### src/rtl/bpi_flash_pkt_prog.sv
// Programs one staged 128-word config packet from dual-port RAM into BPI flash, erasing the image region on packet 1.
// Optional read-back verify of every programmed word: define FLASH_VERIFY_EN.
//
// state      | meaning
// IDLE       | waiting for a staged packet
// CHK        | latch packet index/count, validate
// ERASE      | erase request for block blk, held until ack
// ERASE_WAIT | idle gap after an erase ack; next block or start programming
// RD         | RAM port B read of word w
// RD_LAT     | capture RAM read data
// PROG       | program request for word w, held until ack
// PROG_WAIT  | idle gap after a program ack; next word, verify or finish
// VER        | read-back request of word w, held until ack (verify build)
// VER_WAIT   | idle gap after a verify ack; next word or finish (verify build)
// CLR        | release staging RAM, report done
module bpi_flash_pkt_prog #(
   parameter int                ADDR_W           = 24,
   parameter logic [ADDR_W-1:0] BASE_ADDR        = '0,
   parameter int                ERASE_BLOCKS     = 8,
   parameter int                BLOCK_WORDS_LOG2 = 16
) (
   input  logic              clk_166m,
   input  logic              reset,
   input  logic              wr_flash_flag,
   input  logic              config_reset,
   input  logic [15:0]       pack_cnt,
   input  logic [15:0]       pack_num,
   output logic [6:0]        ram_addr,
   output logic              ram_en,
   input  logic [15:0]       ram_dout,
   output logic              flag_clr,
   output logic              fl_req,
   output logic [1:0]        fl_cmd,
   output logic [ADDR_W-1:0] fl_addr,
   output logic [15:0]       fl_wdata,
   input  logic              fl_ack,
   input  logic [15:0]       fl_rdata,
   output logic              busy,
   output logic              done,
   output logic              err
);

   localparam int BLK_W = (ERASE_BLOCKS < 2) ? 1 : $clog2(ERASE_BLOCKS + 1);

   typedef enum logic [3:0] {
      S_IDLE,
      S_CHK,
      S_ERASE,
      S_ERASE_WAIT,
      S_RD,
      S_RD_LAT,
      S_PROG,
      S_PROG_WAIT,
`ifdef FLASH_VERIFY_EN
      S_VER,
      S_VER_WAIT,
`endif
      S_CLR
   } state_t;

   state_t             state;
   state_t             state_nxt;
   logic [6:0]         w;
   logic [BLK_W-1:0]   blk;
   logic [15:0]        pc;
   logic [15:0]        pn;
   logic [15:0]        data_q;
   logic               err_pkt;
   logic               pkt_bad;
   logic               last_word;
   logic               erase_last;
   logic [ADDR_W-1:0]  erase_addr;
   logic [ADDR_W-1:0]  prog_addr;

   assign pkt_bad    = (pack_cnt == 16'd0) || (pack_cnt > pack_num);
   assign last_word  = (w == 7'd127);
   assign erase_last = (blk == BLK_W'(ERASE_BLOCKS));
   assign erase_addr = BASE_ADDR + (ADDR_W'(blk) << BLOCK_WORDS_LOG2);
   assign prog_addr  = BASE_ADDR + ((ADDR_W'(pc) - ADDR_W'(1)) << 7) + ADDR_W'(w);

`ifdef FLASH_VERIFY_EN
   state_t step_state;
   assign step_state = S_VER_WAIT;
`else
   state_t step_state;
   logic   unused_rdata;
   assign step_state   = S_PROG_WAIT;
   assign unused_rdata = ^fl_rdata;
`endif

   always_ff @(posedge clk_166m) begin
      if (reset) begin
         state   <= S_IDLE;
         w       <= '0;
         blk     <= '0;
         pc      <= '0;
         pn      <= '0;
         data_q  <= '0;
         err_pkt <= 1'b0;
         err     <= 1'b0;
      end else begin
         state <= state_nxt;
         case (state)
            S_CHK: begin
               pc      <= pack_cnt;
               pn      <= pack_num;
               w       <= '0;
               blk     <= '0;
               err_pkt <= pkt_bad;
               if (pkt_bad) err <= 1'b1;
            end
            S_ERASE: if (fl_ack) blk <= blk + BLK_W'(1);
            S_RD_LAT: data_q <= ram_dout;
`ifdef FLASH_VERIFY_EN
            S_VER: begin
               if (fl_ack && (fl_rdata != data_q)) begin
                  err_pkt <= 1'b1;
                  err     <= 1'b1;
               end
            end
`endif
            default: ;
         endcase
         if ((state == step_state) && !last_word) w <= w + 7'd1;
      end
   end

   always_comb begin
      state_nxt = state;
      case (state)
         S_IDLE:       if (wr_flash_flag) state_nxt = S_CHK;
         S_CHK:        state_nxt = pkt_bad ? S_CLR : (config_reset ? S_ERASE : S_RD);
         S_ERASE:      if (fl_ack) state_nxt = S_ERASE_WAIT;
         S_ERASE_WAIT: state_nxt = erase_last ? S_RD : S_ERASE;
         S_RD:         state_nxt = S_RD_LAT;
         S_RD_LAT:     state_nxt = S_PROG;
         S_PROG:       if (fl_ack) state_nxt = S_PROG_WAIT;
`ifdef FLASH_VERIFY_EN
         S_PROG_WAIT:  state_nxt = S_VER;
         S_VER:        if (fl_ack) state_nxt = S_VER_WAIT;
         S_VER_WAIT:   state_nxt = last_word ? S_CLR : S_RD;
`else
         S_PROG_WAIT:  state_nxt = last_word ? S_CLR : S_RD;
`endif
         S_CLR:        state_nxt = S_IDLE;
         default:      state_nxt = S_IDLE;
      endcase
   end

   always_comb begin
      ram_addr = '0;
      ram_en   = 1'b0;
      flag_clr = 1'b0;
      fl_req   = 1'b0;
      fl_cmd   = 2'b00;
      fl_addr  = '0;
      fl_wdata = '0;
      done     = 1'b0;
      busy     = (state != S_IDLE);
      case (state)
         S_ERASE: begin
            fl_req  = 1'b1;
            fl_cmd  = 2'b01;
            fl_addr = erase_addr;
         end
         S_RD: begin
            ram_en   = 1'b1;
            ram_addr = w;
         end
         S_PROG: begin
            fl_req   = 1'b1;
            fl_cmd   = 2'b00;
            fl_addr  = prog_addr;
            fl_wdata = data_q;
         end
`ifdef FLASH_VERIFY_EN
         S_VER: begin
            fl_req   = 1'b1;
            fl_cmd   = 2'b10;
            fl_addr  = prog_addr;
            fl_wdata = data_q;
         end
`endif
         S_CLR: begin
            flag_clr = 1'b1;
            done     = (pc == pn) && !err_pkt;
         end
         default: ;
      endcase
   end

endmodule

### config.mk
export PLATFORM = sky130hd
export DESIGN_NAME = bpi_flash_pkt_prog
export DESIGN_NICKNAME = d
export VERILOG_FILES = /design/src/rtl/bpi_flash_pkt_prog.sv
export SDC_FILE = /design/constraint.sdc
export NUM_CORES = 1
export LEC_CHECK = 0
export ABC_AREA = 1
export CAP_MARGIN = 10
export CORE_UTILIZATION = 35
export DETAILED_ROUTE_END_ITERATION = 6
export GPL_TIMING_DRIVEN = 0
export PLACE_DENSITY = 0.67
export SLEW_MARGIN = 20
export SYNTH_ARGS = -nofsm -noshare
export SYNTH_HDL_FRONTEND = slang
export SYNTH_SLANG_ARGS = --single-unit
### constraint.sdc
create_clock -name clk_166m -period 2 [get_ports clk_166m]
set_input_delay 0.4 -clock clk_166m [delete_from_list [all_inputs] [get_ports clk_166m]]
set_output_delay 0.4 -clock clk_166m [all_outputs]
set_load 0.01 [all_outputs]
==> out/metrics.yaml <==
clock_network:
  numCtsBuffers: 9
  cts_root_buffer: "clkbuf_8"
  clk_pin_slew_worst_paths_ns: 0.07
  cts_tree: "yes"
  ctsHtreeMaxLevel: 3
  hold_buffers: 0
  cts_buffer_depth: 2
  clock_latency_ns: 0.34
  cts.sinks: 65
timing:
  setup_viol: 11
  rsz0062_at_grt: "true"
  maxSlewViolCount: 0
  finalCritPeriodShare_pct: 111.6
  min_period_ns: 2.232
  finalSetupTns_ns: -1.490
  setup_ws_ns: -0.2316
  max_freq_mhz: 448.1
  hold_violations: 0
  clock_skew_ns: 0.008161
  worst_slew_pin_slew_ns: 0.5263
  relSlewSlack_pct: 64.91
status:
  status: "finished with violations"
  failed_checks: "negative setup slack"
floorplan:
  fp.dieH_um: 104.3
  start_util_pct: 36.79
  rows: 36
  die_width_um: 104.3
  core_area_mm2: 0.009955
  pin_count: 124
  dieArea_mm2: 0.01088
logic_synthesis:
  ys_seq_area_share_pct: 35.53
  synth.distinct_cells: 37
  synth-seq-cells: 65
  synth.top_cell.area_share_pct: 35.53
  syn_inst: 529
  ys_top_cells_by_area: "dfxtp_1 36%, a21oi_1 11%, o21ai_0 9.2%"
  synth_fp_nets: 618
  ys_warn_count: 0
  synth_area_mm2: 0.003662
  syn_area_per_cell_um2: 6.923
  yosys.area.top_type: "dfxtp_1"
global_routing:
  grt_pass1_wl_mm: 17.74
  antenna_found_initial: 0
  grt_pass1_vias: 3761
  overflow: 0
  grt_max_degree: 12
  track_usage_pct: 20.32
drt:
  route.vias.total: 3950
  ant_nets: 0
  route.detailed.drc: 0
  dr.pass1.iters: 5
  drt_iter0_markers: 203
  avgRoutedWirePerCell_um: 13.92
  wirelength_mm: 11.13
  avgViaCountPerCell: 4.938
layout:
  nNetsFinal: 751
  final_core_utilization_pct: 51.77
  final_cells: 800
  final_area_mm2: 0.005154
  syn_to_final_growth_pct: 40.72
  antenna_cells: 0
  drive_gt1_share_pct: 22.94
flow_run:
  drv_cap: 0
setup_path:
  end_kind: "primary output"
  crit_type: "flop to primary output"
  crit_fanout: 3
  crit_arrival_ns: 1.83
  crit_required_ns: 1.60
  worstSetupStartpointType: "flop"
placed_design:
  port_buffers: 106
  place_area_mm2: 0.004890
  place_inst: 768
  dp_hpwl_mm: 8.545
  place_congestion: 0.8705
power_and_ir_drop:
  leakage_nw: 2.227
  ir_drop_mv: 0.3782
  p_per_area_mw_per_mm2: 753.8
min_path:
  min_path_type: "flop to flop"
## area by class of cell
| class | count | area [um2] |
|---|---|---|
| flip-flops and latches | 65 | 1321 |
| multi-input cells | 359 | 2095 |
| repair buffers | 122 | 964.7 |
| fillers | 998 | 4801 |
| clock buffers | 10 | 127.6 |
| inverters | 85 | 334.1 |
| clock inverters | 6 | 35.03 |
| plain buffers | 20 | 110.1 |
| well taps | 133 | 166.4 |
## critical path, stage by stage, from the launching register on
cell and delay, ns:
dfxtp_4 0.37, inv_4 0.06, ha_4 0.14, nand2_4 0.06, nor2_4 0.11, nand2_4 0.08
nor2_4 0.11, nand3_1 0.11, a21oi_2 0.12, o21ai_1 0.08, o21ai_0 0.08, buf_2 0.16
## routing by layer
layer	global-route usage (%)	vias to the layer above	wire length (um)	share of wire, %
li1	-	2018	-	-
met1	24.65	1781	4924	44
met2	35.43	132	5429	49
met3	3.759	19	578	5.2
met4	7.551	0	200	1.8
met5	0	-	0	0
## cells in the mapped netlist, drive strengths merged
library cell	n
a31oi	1
clkbuf	8
a211oi	1
nor3	7
nand2	58
a221oi	3
xor2	5
o221ai	1
and3	1
conb	1
or2	3
o22ai	5
a21o	1
dfxtp	65
inv	85
xnor2	2
ha	20
o211ai	1
nor4	6
nor2	68
buf	12
nand3b	1
nand4	5
nand3	19
o21ai	72
a21oi	78
## layout by cell type (no fill, tap or decap), drive strengths merged
cell type	n
nor4	6
inv	85
o221ai	1
conb	1
dfxtp	65
o21ai	72
buf	54
o211ai	1
and3	1
xor2	5
a21o	1
clkinv	4
clkdlybuf4s50	53
xnor2	2
a211oi	1
clkbuf	37
a31oi	1
nand4	5
a21oi	78
clkdlybuf4s15	3
nor3	7
dlymetal6s2s	3
dlygate4sd2	2
nand2	58
nor2	68
nand3	19
o22ai	5
a221oi	3
clkinvlp	2
nand3b	1
or2	3
ha	20
## sequential cells by signal, indices dropped and copies added (netlist names)
signal	flops
w	7
err	1
blk	4
state	4
pc	16
err_pkt	1
data_q	16
pn	16
## kinds of logic (layout without fill, tap and decap cells)
group	after synthesis	after routing	share of synthesized area, %
DFF	65	65	35.53
adders and majority gates	20	20	6.833
buffers and inverters	105	243	11.21
AOI/OAI and AO/OA	163	163	23.10
other	1	1	0.1024
xor gates and xnor gates	7	7	1.674
and+or+nand+nor	168	168	21.56
## power breakdown
| part | leakage, nW | internal, mW | switching, mW | total (mW) |
|---|---|---|---|---|
| clock network | 0.0818 | 0.441 | 0.520 | 0.961 |
| registers | 0.535 | 1.44 | 0.136 | 1.58 |
| logic | 1.61 | 0.588 | 0.758 | 1.35 |
## per-stage QoR
stage,worst slack [ns],hold slack [ns],power (mW)
2_1_floorplan,0.2408,0.4300,2.282
3_3_place_gp,-0.4392,0.4401,2.619
3_5_place_dp,-0.4930,0.4461,2.651
4_1_cts,-0.2614,0.4540,3.781
5_1_grt,-0.3602,0.4673,4.114
6_report,-0.2316,0.4582,3.885
## path summary, 6_finish.rpt
kind	from	to	slack, ns	cells past startpoint
worst max-delay path	pc[1]$_SDFFE_PP0P_	fl_addr[19]	-0.23	11
worst min register to register	err$_SDFFE_PP0P_	err$_SDFFE_PP0P_	0.46	2
worst min-delay path	err$_SDFFE_PP0P_	err$_SDFFE_PP0P_	0.46	2
worst max register to register	w[0]$_SDFFE_PP0P_	w[0]$_SDFFE_PP0P_	0.39	8
## repair_timing
item | CTS | global route
gates resized for setup | 181 | 73
setup buffers | 11 | 5
endpoints found under the setup margin | 54 | 50
pin swaps | 13 | 7
Note: power is estimated with default switching activity, not from simulation.
